--- config.mk ---
export PLATFORM = sky130hd
export DESIGN_NAME = line_buffer_feeder
export DESIGN_NICKNAME = d
export VERILOG_FILES = /design/src/rtl/line_buffer_feeder.sv
export SDC_FILE = /design/constraint.sdc
export NUM_CORES = 1
export LEC_CHECK = 0
export CAP_MARGIN = 10
export CORE_MARGIN = 2
export CORE_UTILIZATION = 40
export CTS_BUF_LIST = sky130_fd_sc_hd__clkbuf_4
export DETAILED_ROUTE_END_ITERATION = 16
export PLACE_DENSITY = 0.66
export RECOVER_POWER = 25
export SLEW_MARGIN = 20
export SYNTH_ARGS = -nofsm -noshare
export SYNTH_HDL_FRONTEND = slang
export SYNTH_SLANG_ARGS = --single-unit
--- constraint.sdc ---
create_clock -name clk -period 2.9 [get_ports clk]
set_input_delay 0.29 -clock clk [delete_from_list [all_inputs] [get_ports clk]]
set_output_delay 0.29 -clock clk [all_outputs]
set_load 0.03 [all_outputs]
--- src/rtl/line_buffer_feeder.sv ---
// Write-side sequencer for the sliding-window line buffer: raster scan with zero padding and window flagging.
// Optional stall statistics output is enabled by defining LINE_BUFFER_FEEDER_STAT_EN.
module line_buffer_feeder #(
    parameter int unsigned Kh        = 3,
    parameter int unsigned Kw        = 3,
    parameter int unsigned h         = 5,
    parameter int unsigned w         = 5,
    parameter int unsigned Nin       = 3,
    parameter int unsigned pad_h     = 1,
    parameter int unsigned pad_w     = 1,
    parameter int unsigned BIT_WIDTH = 8
) (
    input  logic                     clk,
    input  logic                     rst,
    input  logic                     start,
    output logic                     busy,
    input  logic                     in_valid,
    output logic                     in_ready,
    input  logic [Nin*BIT_WIDTH-1:0] in_data,
    output logic                     line_buffer_valid,
    output logic                     line_buffer_zero,
    output logic [Nin*BIT_WIDTH-1:0] prev_layer_data,
    output logic                     win_valid,
    input  logic                     win_ready,
    output logic [15:0]              win_row,
    output logic [15:0]              win_col,
    output logic                     frame_done
`ifdef LINE_BUFFER_FEEDER_STAT_EN
    ,
    output logic [31:0]              stall_cycles
`endif
);

    localparam int unsigned CW     = 16;
    localparam int unsigned HP     = h + 2 * pad_h;
    localparam int unsigned WP     = w + 2 * pad_w;
    localparam bit          NO_WIN = (Kh > HP) || (Kw > WP);

    localparam logic [1:0] S_IDLE = 2'd0;
    localparam logic [1:0] S_RUN  = 2'd1;
    localparam logic [1:0] S_WAIT = 2'd2;

    logic [1:0]    state, state_nxt;
    logic [CW-1:0] r, c, r_nxt, c_nxt;
    logic [CW-1:0] win_row_nxt, win_col_nxt;
    logic          win_valid_nxt, frame_done_nxt;
    logic          is_pad, stall, push, win_qual, last_pos;

    // Next-state, scan counters, window tracking and the combinational push controls
    always_comb begin
        state_nxt      = state;
        r_nxt          = r;
        c_nxt          = c;
        win_valid_nxt  = win_valid;
        win_row_nxt    = win_row;
        win_col_nxt    = win_col;
        frame_done_nxt = 1'b0;

        stall    = win_valid && !win_ready;
        is_pad   = (r < CW'(pad_h)) || (r >= CW'(pad_h + h)) ||
                   (c < CW'(pad_w)) || (c >= CW'(pad_w + w));
        push     = (state == S_RUN) && !stall && (is_pad || in_valid);
        win_qual = push && (r >= CW'(Kh - 1)) && (c >= CW'(Kw - 1));
        last_pos = (r == CW'(HP - 1)) && (c == CW'(WP - 1));

        line_buffer_valid = push;
        line_buffer_zero  = push && is_pad;
        in_ready          = push && !is_pad;
        prev_layer_data   = in_ready ? in_data : '0;

        case (state)
            S_IDLE: begin
                r_nxt = '0;
                c_nxt = '0;
                if (start) state_nxt = S_RUN;
            end
            S_RUN: begin
                if (push) begin
                    if (last_pos) begin
                        state_nxt = S_WAIT;
                        r_nxt     = '0;
                        c_nxt     = '0;
                    end else if (c == CW'(WP - 1)) begin
                        c_nxt = '0;
                        r_nxt = r + CW'(1);
                    end else begin
                        c_nxt = c + CW'(1);
                    end
                end
            end
            S_WAIT: begin
                // With no window possible there is nothing to wait for
                if (NO_WIN || (win_valid && win_ready)) begin
                    state_nxt      = S_IDLE;
                    frame_done_nxt = 1'b1;
                end
            end
            default: state_nxt = S_IDLE;
        endcase

        // Window appears one cycle after its bottom-right beat, matching the line buffer register
        if (win_qual) begin
            win_valid_nxt = 1'b1;
            win_row_nxt   = r - CW'(Kh - 1);
            win_col_nxt   = c - CW'(Kw - 1);
        end else if (win_ready) begin
            win_valid_nxt = 1'b0;
        end
    end

    // State and registered outputs
    always_ff @(posedge clk or negedge rst) begin
        if (!rst) begin
            state      <= S_IDLE;
            r          <= '0;
            c          <= '0;
            win_valid  <= 1'b0;
            win_row    <= '0;
            win_col    <= '0;
            frame_done <= 1'b0;
            busy       <= 1'b0;
        end else begin
            state      <= state_nxt;
            r          <= r_nxt;
            c          <= c_nxt;
            win_valid  <= win_valid_nxt;
            win_row    <= win_row_nxt;
            win_col    <= win_col_nxt;
            frame_done <= frame_done_nxt;
            busy       <= (state_nxt != S_IDLE);
        end
    end

`ifdef LINE_BUFFER_FEEDER_STAT_EN
    logic stat_hit;

    // A cycle counts once whether held by the window consumer or starved by upstream
    always_comb begin
        stat_hit = (((state == S_RUN) || (state == S_WAIT)) && stall) ||
                   ((state == S_RUN) && !is_pad && !in_valid);
    end

    always_ff @(posedge clk or negedge rst) begin
        if (!rst) begin
            stall_cycles <= '0;
        end else if ((state == S_IDLE) && start) begin
            stall_cycles <= '0;
        end else if (stat_hit && (stall_cycles != '1)) begin
            stall_cycles <= stall_cycles + 32'd1;
        end
    end
`endif

endmodule

==> flow_metrics.py <==
metrics = {
    "worst_setup_path": {
        "worstSetupEndpointType": "output port",
        "required_ns": 2.61,
        "crit_fanout": 7,
        "arrival_ns": 2.64,
        "crit_type": "reg -> out",
        "startpoint_type": "flip-flop",
    },
    "detailed_routing": {
        "first_iter_violations": 129,
        "routed_via_density": 5.306,
        "via_count": 3799,
        "first_pass_iters": 5,
        "ant_nets": 0,
        "routed_wl_um": 11080,
        "routedWlPerCell_um": 15.47,
        "drc_errors": 0,
    },
    "timing": {
        "slew_headroom_pct": -11.11,
        "slew_viol_final": 31,
        "fin_crit_sh_pct": 100.9,
        "fmax_mhz": 341.9,
        "fin_tns_setup_ns": -0.3286,
        "min_period_ns": 2.925,
        "rsz0062_at_grt": "yes",
        "fin_skew_ns": 0.01641,
        "postLayoutSetupSlackWorst_ns": -0.02517,
        "hold_viol": 0,
        "setup_viol": 23,
        "tightest_slew_ns": 1.667,
    },
    "yosys": {
        "synth_top_area_share_pct": 42.78,
        "synth_cell_type_count": 52,
        "async_flop_share_pct": 100.0,
        "synth_area_leaders": "dfrtp_1 (43%), nor2_1 (6.5%), a21oi_1 (4.5%)",
        "synth_warnings": 0,
        "ys_ff_latch": 69,
        "ys_seq_area_share_pct": 42.78,
        "synth_nets": 507,
        "synth_edf_count": 0,
        "synth_cells": 466,
        "syn-cell-area_um2": 4036,
        "synth_top_flop_cell": "dfrtp_1",
        "yosys.area.top_type": "dfrtp_1",
        "syn-mean-instance-area_um2": 8.662,
    },
    "grt": {
        "grtUsageTotal_pct": 20.67,
        "grt_overflow": 0,
        "grt_pass1_vias": 3676,
        "grt_max_degree": 54,
        "grt_pass1_wl_um": 18390,
        "antenna_found_initial": 0,
    },
    "cells_and_area": {
        "area_growth_pct": 39.18,
        "final_net_count": 619,
        "layout-drive-gt1-share_pct": 21.27,
        "n_antenna_cell": 0,
    },
    "floorplanning": {
        "die_h_um": 104.5,
        "dieArea_um2": 10910,
        "core_area_um2": 9774,
        "die_x_um": 104.5,
        "floorplan.initialDensity_pct": 41.30,
        "num_rows": 36,
        "ioPinCount": 91,
    },
    "clock_tree": {
        "path_clk_slew_ns": 0.12,
        "insertion_delay_ns": 0.43,
        "tritoncts": "built",
        "cts_sinks": 69,
        "numCtsBuffers": 9,
        "h-tree-depth": 3,
        "clock_path_buffers": 2,
        "cts_root_buffer": "clkbuf_4",
    },
    "power_and_ir_drop": {
        "max-vdd-ir-drop_mv": 0.5434,
        "power.density_nw_per_um2": 1019,
        "leakage_nw": 2.429,
    },
    "placed_design": {
        "io_buffers": 90,
        "post-dp-hpwl_um": 7874,
        "dp_worst_setup_slack_ns": 0.1429,
        "gp_congestion": 0.8672,
    },
    "outcome": {
        "status": "finished with violations",
        "violations": "max-capacitance violations, max-slew violations, negative setup slack",
    },
    "job": {
        "maxCapViolations": 1,
    },
    "min_path": {
        "hold_class": "in -> reg",
    },
}
==> metrics by stage <==
stage	power, mW	hold WS (ns)	util (%)	area [µm²]	instances
detailed placement	4.750	0.3644	52.59	5140	687
CTS	5.726	0.4384	57.00	5572	712
global route	6.111	0.4688	57.48	5618	716
global placement	4.704	0.3619	52.59	5140	687
floorplan	3.564	-0.005591	-	4036	466
finish	5.725	0.4484	57.48	5618	716
==> where the power goes <==
group / internal (mW) / switching [mW] / total [mW]
Combinational: 1.47 / 2.00 / 3.47
Sequential: 1.26 / 0.193 / 1.45
Clock: 0.433 / 0.368 / 0.802
Total: 3.16 / 2.56 / 5.73
==> cell families after synthesis <==
family | share of synthesized area (%)
AOI/OAI and AO/OA | 15.81
xor gates and xnor gates | 5.208
adders and majority gates | 3.720
buffers and inverters | 4.370
DFF | 42.78
muxes | 2.108
and+or+nand+nor | 26.01
==> worst max-delay path, cell delays in order (launching register included) <==
cell	delay, ns
dfrtp_1	0.39
or3_4	0.39
nand4b_4	0.19
or4_4	0.55
nor3_4	0.13
buf_6	0.15
buf_8	0.13
and2_4	0.14
buf_6	0.12
==> routing by layer <==
layer  vias to the layer above  part of all wire (%)  GRT usage (%)
met3                        12                   6.8          4.574
li1                       1841                     -              -
met5                         -                     0              0
met4                         0                   1.4          6.274
met1                      1803                    45          27.17
met2                       143                    47          34.03
==> flip-flops by register name, indices dropped and copies added, names as in the netlist <==
register / cells
win_row: 16
busy: 1
frame_done: 1
state: 2
win_valid: 1
c: 16
win_col: 16
r: 16
==> cell usage after synthesis (all sizes together), types with 2 or more instances <==
master	count
mux2	4
o41ai	4
a21o	2
nand4	6
and4	2
a31oi	12
ha	12
nor4	5
and2	28
xnor2	16
a21oi	37
or3	5
o21ai	35
nor3b	2
buf	12
mux2i	4
dfrtp	69
o21a	2
nand2b	11
o31ai	9
nand2	33
clkbuf	18
nor2	71
nor2b	3
a211oi	2
or4	2
inv	12
xor2	8
and3	4
nand4b	2
nand3	10
nand3b	2
o22ai	2
nor3	14
==> area by class of cell <==
cell class,instances,area (µm²)
Tap cell,133,166.4
Fill cell,891,4156
Timing Repair Buffer,131,1262
Clock buffer,9,67.56
Clock inverter,7,112.6
Sequential cell,69,1730
Multi-Input combinational cell,355,2233
Inverter,12,45.04
==> final timing paths <==
| path | startpoint | end | slack, ns | cells past startpoint |
|---|---|---|---|---|
| min in group asynchronous | rst | c[8]$_DFFE_PN0P_ | 0.81 | 2 |
| min | win_ready | frame_done$_DFF_PN0_ | 0.45 | 3 |
| max in group asynchronous | rst | win_col[4]$_DFFE_PN0P_ | 0.83 | 3 |
| min reg2reg | win_col[1]$_DFFE_PN0P_ | win_col[1]$_DFFE_PN0P_ | 0.51 | 1 |
| max reg2reg | r[2]$_DFFE_PN0P_ | win_row[2]$_DFFE_PN0P_ | 0.47 | 8 |
| max | r[9]$_DFFE_PN0P_ | prev_layer_data[15] | -0.03 | 8 |
==> layout by cell type (no fill, tap or decap), drive strengths merged, types with 3 or more instances in the layout <==
| master | count |
|---|---|
| a21oi | 37 |
| a31oi | 12 |
| and2 | 28 |
| and3 | 4 |
| buf | 65 |
| bufinv | 3 |
| clkbuf | 11 |
| clkdlybuf4s50 | 62 |
| clkinv | 3 |
| dfrtp | 69 |
| ha | 12 |
| inv | 13 |
| mux2 | 4 |
| mux2i | 4 |
| nand2 | 33 |
| nand2b | 11 |
| nand3 | 10 |
| nand4 | 6 |
| nor2 | 71 |
| nor2b | 3 |
| nor3 | 14 |
| nor4 | 5 |
| o21ai | 35 |
| o31ai | 9 |
| o41ai | 4 |
| or3 | 5 |
| xnor2 | 16 |
| xor2 | 8 |
==> timing repair <==
action / 4_1_cts / 5_1_grt
setup endpoints to repair: 27 / 26
resized for setup: 59 / 12
gates cloned: 3 / 0
hold buffers: 1 / 0
hold endpoints to repair: 28 / 0
buffers inserted: 5 / 4
pin swaps: 20 / 11
Power figures use the tool's default switching activity.
